**src/rtl/cordic_result_capture.sv**
```systemverilog
// ============================================================================
// cordic_result_capture
// Tags CORDIC core outputs via a latency-matched valid delay line, buffers
// them in a small first-word-fall-through FIFO with credit-based in_ready.
// Revision: 1.0
// ============================================================================
`default_nettype none

module cordic_result_capture #(
  parameter int N       = 31,
  parameter int AW      = 16,
  parameter int LATENCY = 16,
  parameter int DEPTH   = 4
) (
  input  logic                     clk,
  input  logic                     rst,
  input  logic                     in_issue,
  output logic                     in_ready,
  input  logic [N:0]               pf,
  input  logic [N:0]               qf,
  input  logic [AW-1:0]            output_angle,
  output logic                     out_valid,
  input  logic                     out_ready,
  output logic [N:0]               out_pf,
  output logic [N:0]               out_qf,
  output logic [AW-1:0]            out_angle,
  output logic [$clog2(DEPTH):0]   count,
  output logic                     overflow
);

  localparam int PW = $clog2(DEPTH);
  localparam int CW = PW + 1;
  localparam int IW = $clog2(LATENCY + 1);
  localparam int SW = ((CW > IW) ? CW : IW) + 1;

  logic [LATENCY-1:0] vld_q, vld_d;
  logic [IW-1:0]      inflight_q, inflight_d;
  logic [PW-1:0]      wptr_q, wptr_d;
  logic [PW-1:0]      rptr_q, rptr_d;
  logic [CW-1:0]      count_q, count_d;
  logic               ovf_q, ovf_d;

  logic [N:0]         mem_pf_q  [DEPTH];
  logic [N:0]         mem_qf_q  [DEPTH];
  logic [AW-1:0]      mem_ang_q [DEPTH];

  logic               cap;
  logic               full;
  logic               pop;
  logic               push;

  generate
    if (LATENCY == 1) begin : g_lat1
      assign vld_d = in_issue;
    end else begin : g_latn
      assign vld_d = {vld_q[LATENCY-2:0], in_issue};
    end
  endgenerate

  always_comb begin
    cap        = vld_q[LATENCY-1];
    full       = (count_q == CW'(DEPTH));
    out_valid  = (count_q != '0);
    pop        = out_valid && out_ready;
    // A capture while full only lands if the head leaves in the same cycle.
    push       = cap && (!full || pop);

    inflight_d = inflight_q;
    case ({in_issue, cap})
      2'b10:   inflight_d = inflight_q + IW'(1);
      2'b01:   inflight_d = inflight_q - IW'(1);
      default: inflight_d = inflight_q;
    endcase

    count_d = count_q;
    if (push && !pop) begin
      count_d = count_q + CW'(1);
    end else if (pop && !push) begin
      count_d = count_q - CW'(1);
    end

    wptr_d = push ? wptr_q + PW'(1) : wptr_q;
    rptr_d = pop  ? rptr_q + PW'(1) : rptr_q;
    ovf_d  = ovf_q || (cap && full && !pop);

    in_ready  = (SW'(count_q) + SW'(inflight_q)) < SW'(DEPTH);
    count     = count_q;
    overflow  = ovf_q;
    out_pf    = mem_pf_q[rptr_q];
    out_qf    = mem_qf_q[rptr_q];
    out_angle = mem_ang_q[rptr_q];
  end

  always_ff @(posedge clk or negedge rst) begin
    if (!rst) begin
      vld_q      <= '0;
      inflight_q <= '0;
      wptr_q     <= '0;
      rptr_q     <= '0;
      count_q    <= '0;
      ovf_q      <= 1'b0;
    end else begin
      vld_q      <= vld_d;
      inflight_q <= inflight_d;
      wptr_q     <= wptr_d;
      rptr_q     <= rptr_d;
      count_q    <= count_d;
      ovf_q      <= ovf_d;
    end
  end

  // Storage is cleared on reset so the fall-through outputs read zero.
  always_ff @(posedge clk or negedge rst) begin
    if (!rst) begin
      for (int i = 0; i < DEPTH; i++) begin
        mem_pf_q[i]  <= '0;
        mem_qf_q[i]  <= '0;
        mem_ang_q[i] <= '0;
      end
    end else if (push) begin
      mem_pf_q[wptr_q]  <= pf;
      mem_qf_q[wptr_q]  <= qf;
      mem_ang_q[wptr_q] <= output_angle;
    end
  end

endmodule

`default_nettype wire

```
**config.mk**
```make
export PLATFORM = sky130hd
export DESIGN_NAME = cordic_result_capture
export DESIGN_NICKNAME = d
export VERILOG_FILES = /design/src/rtl/cordic_result_capture.sv
export SDC_FILE = /design/constraint.sdc
export NUM_CORES = 1
export LEC_CHECK = 0
export ABC_AREA = 0
export CORE_UTILIZATION = 57
export CTS_CLUSTER_DIAMETER = 30
export DETAILED_ROUTE_END_ITERATION = 7
export PLACE_DENSITY = 0.8
export SKIP_CTS_REPAIR_TIMING = 1
export SYNTH_ARGS = -nofsm -noshare
export SYNTH_HDL_FRONTEND = slang
export SYNTH_SLANG_ARGS = --single-unit
```
**constraint.sdc**
```tcl
create_clock -name clk -period 3.05 [get_ports clk]
set_clock_uncertainty 0.15 [all_clocks]
set_input_delay 0.305 -clock clk [delete_from_list [all_inputs] [get_ports clk]]
set_output_delay 0.305 -clock clk [all_outputs]
set_load 0.1 [all_outputs]
```
==> results.yml <==
cts:
  clkLatencyLatePin_ps: 550
  clkSinkCount: 349
  clk_pin_slew_worst_paths_ps: 40
  root_buffer: "sky130_fd_sc_hd__clkbuf_16"
  max-clock-path-buffers: 3
  tritoncts.num_buffers: 72
  cts_htree_levels: 3
  cts_tree: "built"
outcome:
  outcome: "finished, final reports clean"
layout:
  layout-drive-gt1-share_pct: 57.1
  design.final.nets: 1190
  area.growth.synth_to_final_pct: 31.7
  nFillCells: 1491
worst_hold_path:
  worstHoldStart: "in_issue"
  worst_hold_path_type: "input port to flip-flop"
global_routing:
  globalRouteOverflowTotal: 0
  grt_pass1_wl_mm: 55.1
  antenna_violations_before_repair: 1
  grt_use_total_pct: 25.5
  via_count_of_the_first_global_routing_pass: 9948
  grt_max_degree: 69
job:
  maxCapViolations: 0
yosys:
  asyncSetResetFlopFracSynth_pct: 100
  synth_area_sq_mm: 0.0156
  netlist-cell-type-count: 34
  yosys.area_share.xor_xnor_pct: 0.507
  synth_simple_gate_area_share_pct: 1.25
  synth_area_leaders: "sky130_fd_sc_hd__dfrtp_1 56%, sky130_fd_sc_hd__mux2_2 17%, sky130_fd_sc_hd__mux4_2 12%"
  synth_enable_flop_cells: 0
  synth_top_family_by_area: "multiplexers"
  synthFlopType: "sky130_fd_sc_hd__dfrtp_1"
  synth_compound_area_share_pct: 0.547
  synth.area.mux_share_pct: 36.8
  postSynthNetCount: 964
  postSynthAreaPerCell_sq_um: 17.9
  yosys_register_bits: 349
  syn-instance-count: 867
  seq_area_frac_synth_pct: 56.1
  synth_largest_type_area_fraction_pct: 56.1
  synth_most_common_cell: "sky130_fd_sc_hd__dfrtp_1"
  synthAdderAreaFrac_pct: 1.14
  netlist.top_cell.by_area: "sky130_fd_sc_hd__dfrtp_1"
  top_cells_by_count_synth: "349 x sky130_fd_sc_hd__dfrtp_1, 237 x sky130_fd_sc_hd__mux2_2, 83 x sky130_fd_sc_hd__mux2_4"
  ys_warn_count: 0
setup_path:
  critical_path_class: "flip-flop to flip-flop"
  timing.rr.start: "count[2]"
  worstSetupStartpoint: "count[2]"
  worst_ep_arrival_time_ps: 3160
  crit_path_end_kind: "flip-flop"
  worst-endpoint-required_ps: 3360
  cp-start-kind: "flip-flop"
  worst-path-max-fanout: 8
floorplan:
  die_y_um: 167
  die_area_sq_mm: 0.0280
  initial_core_util_pct: 57.9
  die_w_um: 167
  core-area_sq_mm: 0.0269
  ioPinCount: 170
  row_count: 60
placement:
  port-buffer-count: 169
  dpl.hpwl_mm: 19.6
  routability_congestion_estimate: 0.746
route:
  drcViolationCount: 0
  antenna_violating_nets_post_route: 0
  wirelength_mm: 33.4
  drt_first_iter_violations: 392
  drtPass1Iterations: 5
  dr_total_vias: 8557
  via_density: 5.74
  wl_per_cell_um: 22.4
timing:
  max-slew-margin-rel_pct: 35.0
  hold_violations: 0
  final_report_max_slew_violation_count: 0
  finalSetupViolations: 0
  period_share_pct: 93.3
  worst_max_slew_pin_slew_ps: 971
  grt_setup_unrepaired: "no"
  maxClockFrequency_ghz: 0.351
  setup-tns-final_ps: 0
  period_minus_ws_final_ps: 2850
-- worst max-delay path, cell delays in order (launching register included) --
cell and delay [ps]:
sky130_fd_sc_hd__dfrtp_1 440, sky130_fd_sc_hd__nor4b_2 200, sky130_fd_sc_hd__nor2b_2 760, sky130_fd_sc_hd__ha_1 340
sky130_fd_sc_hd__inv_1 60, sky130_fd_sc_hd__fa_1 370, sky130_fd_sc_hd__xor2_1 170, sky130_fd_sc_hd__nor2_1 120
sky130_fd_sc_hd__xor2_1 150
-- final timing paths --
kind / slack (ps) / endpoint / cells past startpoint
max: 200 / count[2] / 8
min: 100 / vld_q[0] / 1
max reg2reg: 200 / count[2] / 8
min reg2reg: 190 / vld_q[5] / 0
max in group asynchronous: 1600 / mem_ang_q[35] / 4
min in group asynchronous: 140 / mem_pf_q[112] / 2
-- registers in the layout, summed over array words and instances (netlist names) --
register	count
count	3
mem_pf_q	128
vld_q	16
mem_ang_q	64
overflow	1
mem_qf_q	128
wptr_q	2
inflight_q	5
rptr_q	2
-- cell families (layout without fill, tap and decap cells) --
logic type / count (synthesis) / count (layout)
other: 0 / 1
AO/OA/AOI/OAI: 13 / 13
AND/OR/NAND/NOR: 23 / 23
XOR/XNOR: 9 / 9
buffers and inverters: 59 / 340
multiplexers: 401 / 401
flip-flops: 349 / 349
adder cells (fa/ha/maj): 13 / 13
-- cell usage in the layout, fill, tap and decap left out, drive strengths merged --
cell,n
o21a,1
nor4b,1
nor3,1
clkinv,18
xor2,4
a311oi,1
xnor2,5
clkbuf,88
nor3b,1
a21o,2
dlygate4sd3,1
nand2b,1
fa,2
nor2,1
o311a,1
mux2,321
clkinvlp,7
o311ai,1
nand3,2
ha,11
or3b,1
o21ai,6
buf,121
inv,13
dfrtp,349
clkdlybuf4s50,82
or4,2
mux4,80
diode,1
or3,2
a21oi,1
nor2b,2
nand2,9
bufinv,10
-- cell type report --
cell class                 count  area [sq um]  area share (%)
sequential                   349          8740            42.7
inverter                       7          26.3           0.128
antenna                        1          2.50          0.0122
clock inverter                41           526            2.57
tap                          341           427            2.08
timing repair buffer         204          2480            12.1
clock buffer                  88          1980            9.69
multi-input combinational    459          6290            30.7
-- through the flow --
step / cell area [sq um] / utilization [%] / setup WS, ps / hold WS, ps / std cells
2_1_floorplan: 15600 / - / -86.1 / -141 / 867
3_3_place_gp: 18000 / 66.8 / 15.3 / 134 / 1359
3_5_place_dp: 18000 / 66.8 / -54.6 / 127 / 1359
4_1_cts: 20500 / 76.2 / 192 / -459 / 1488
5_1_grt: 20500 / 76.2 / 40.7 / 86.4 / 1489
6_report: 20500 / 76.2 / 204 / 97.8 / 1490
-- metal layers --
| metal | share of wire [%] | wire, um | GRT usage [%] | vias to the layer above |
|---|---|---|---|---|
| met5 | 0 | 0 | 0 | - |
| met4 | 2.6 | 870 | 9.01 | 0 |
| met3 | 4.8 | 1610 | 5.93 | 73 |
| met2 | 50 | 16800 | 41.9 | 206 |
| met1 | 42 | 14100 | 33.6 | 4570 |
| li1 | - | - | - | 3708 |
Power is not shown: default switching activity piles up to over one toggle a cycle in this logic, so the estimate is an artifact.
==> edit: new RTL, same flow settings <==
The parameter `AW` goes from 16 to 18.
--- a/src/rtl/cordic_result_capture.sv
+++ b/src/rtl/cordic_result_capture.sv
@@ -8,7 +8,7 @@
 
 module cordic_result_capture #(
   parameter int N       = 31,
-  parameter int AW      = 16,
+  parameter int AW      = 18,
   parameter int LATENCY = 16,
   parameter int DEPTH   = 4
 ) (
Interface: changed (resized out_angle and output_angle); port bits go from 170 to 174. The function was not compared with the original's and may differ.
==> edit against the original RTL <==
Synthesized cell count grew 2.1%; routed wire length grew 9.3%; synthesized area grew 9.2%; design area grew 7.7%; worst setup slack lost 46 ps; via count grew 3.2%; sequential cell count grew 8; fmax shrank 1.6%; highest routed layer is now met5.
Power is left out: the tool's default activity adds up to more than one toggle a clock period on the data nets, which glitch-free logic cannot reach.
==> edit: results (changes against the original RTL) <==
first-pass GRT wire length 59100 um (+7.4%); GRT Total Usage 25.1% (-0.40 points); hold_sp in_issue; diodes inserted 0 (-1); mux contribution to synthesized area 39.8% (+2.9 points); CTS max path bufs 3 (unchanged); top cells by count, synth 357 x dfrtp_1, 320 x mux2_4, 82 x mux4_2, 32 x buf_12, 11 x ha_1; GRT overflow 0 (unchanged); Inst Count DP 1435 (+5.6%); DP Area 19400 sq um (+8.1%); 1st-pass router iterations 6 (+1); Synth Area in XOR/XNOR 0.464% (-0.043 points); area fraction in compound gates after synthesis 0.508% (-0.039 points); Final GP Congestion 0.734 (-1.6%); worst skew pair latency between 500 and 600 ps; syn_nets 984 (+2.1%); register area share after synthesis 52.6% (-3.5 points); Nets 1230 (+3.4%); fillers 1639 (+9.9%); Port Buffers 173 (+2.4%); vias in the first global route 10200 (+2.7%); fraction of layout cells with a size suffix above 1 58.0% (+0.95 points); Critical Path AT 3210 ps (+50 ps); Synth Flop Type dfrtp_1; hold path depth 1 (unchanged); outcome finished clean; TritonCTS buffer count 77 (+6.9%); Root Driver clkbuf_16; leading post-synthesis cells by cell area dfrtp_1 53%, mux2_4 28%, mux4_2 11%; Via density 5.60 (-2.5%); Rel. slew slack 33.4% (-1.6 points); WL/cell 23.2 um (+3.3%); unique cell type count in the Yosys netlist 36 (+5.9%); initial DRC count 439 (+12%); Synth Instances 885 (+2.1%); CTS clock-pin slew for the worst setup and hold paths 40 ps (about the same); Reg2Reg Setup Slack 160 ps (-50 ps); HP Class primary input to flop; post-DP HPWL 21100 um (+7.6%); asr flop ratio synth 100% (unchanged); Synth Area in Adders 1.05% (-0.096 points); pin count of the biggest net entering global routing 74 (+7.2%); H-tree lvl count 3 (unchanged); Max FO, Critical Path 8 (unchanged); fin cells 1577 (+5.8%); R2R Path End count[2]$_DFFE_PN0P_; Regs by FF count mem_pf_q: 128 flops, mem_qf_q: 128 flops, mem_ang_q: 72 flops; FF-to-FF Start count[1]$_DFFE_PN0P_; hold endpoint vld_q[0]$_DFF_PN0_
==> edit: cell types whose count changed after synthesis, sizes merged, moves of 2 or more <==
cell,delta
mux2,+8
mux4,+2
buf,+6
dfrtp,+8
clkbuf,-6
==> edit: routing by layer <==
metal / part of all wire [%] / global-route usage [%]
met4: 2.3 / 8.59
met1: 44 / 35.2
met2: 48 / 39.1
met5: 0.041 / 0
met3: 5.2 / 5.68
==> edit: stage by stage <==
stage	setup WS (ps)	hold WS [ps]
finish	158	120
global route	22.8	115
CTS	158	-410
detailed placement	-101	174
global placement	-12.1	178
floorplan	-86.1	-141
==> edit: final cells by class <==
type / instances / area [sq um] / area share, %
clock buffers: 98 / 2190 / 9.92
clock inverters: 43 / 447 / 2.02
inverters: 8 / 30.0 / 0.136
multi-input cells: 468 / 7310 / 33.1
flip-flops and latches: 357 / 8940 / 40.5
well taps: 384 / 480 / 2.18
repair buffers: 219 / 2670 / 12.1
==> edit: logic make-up after synthesis <==
| group | count (synthesis) |
|---|---|
| multiplexers | 411 |
| flip-flops | 357 |
| buffers and inverters | 60 |
| AND/OR/NAND/NOR | 22 |
| AO/OA/AOI/OAI | 13 |
| adder cells (fa/ha/maj) | 13 |
| XOR/XNOR | 9 |
==> edit: worst max-delay path by stage <==
stage,depth (start not counted),slack (ps),start,endpoint
6_report,8,160,count[1]$_DFFE_PN0P_,count[2]$_DFFE_PN0P_
3_5_place_dp,9,-100,out_ready,count[2]$_DFFE_PN0P_
4_1_cts,8,160,count[1]$_DFFE_PN0P_,count[2]$_DFFE_PN0P_
2_1_floorplan,3,-90,count[2]$_DFFE_PN0P_,in_ready
5_1_grt,8,20,count[1]$_DFFE_PN0P_,count[2]$_DFFE_PN0P_
3_3_place_gp,9,-10,out_ready,count[2]$_DFFE_PN0P_
==> edit: worst max-delay path, stage by stage (launching register included) <==
cell     delay, ps
dfrtp_1        490
nor4b_2        110
nor2b_2        780
ha_1           340
inv_1           70
fa_1           390
xor2_1         180
nor2_1         140
xor2_1         160
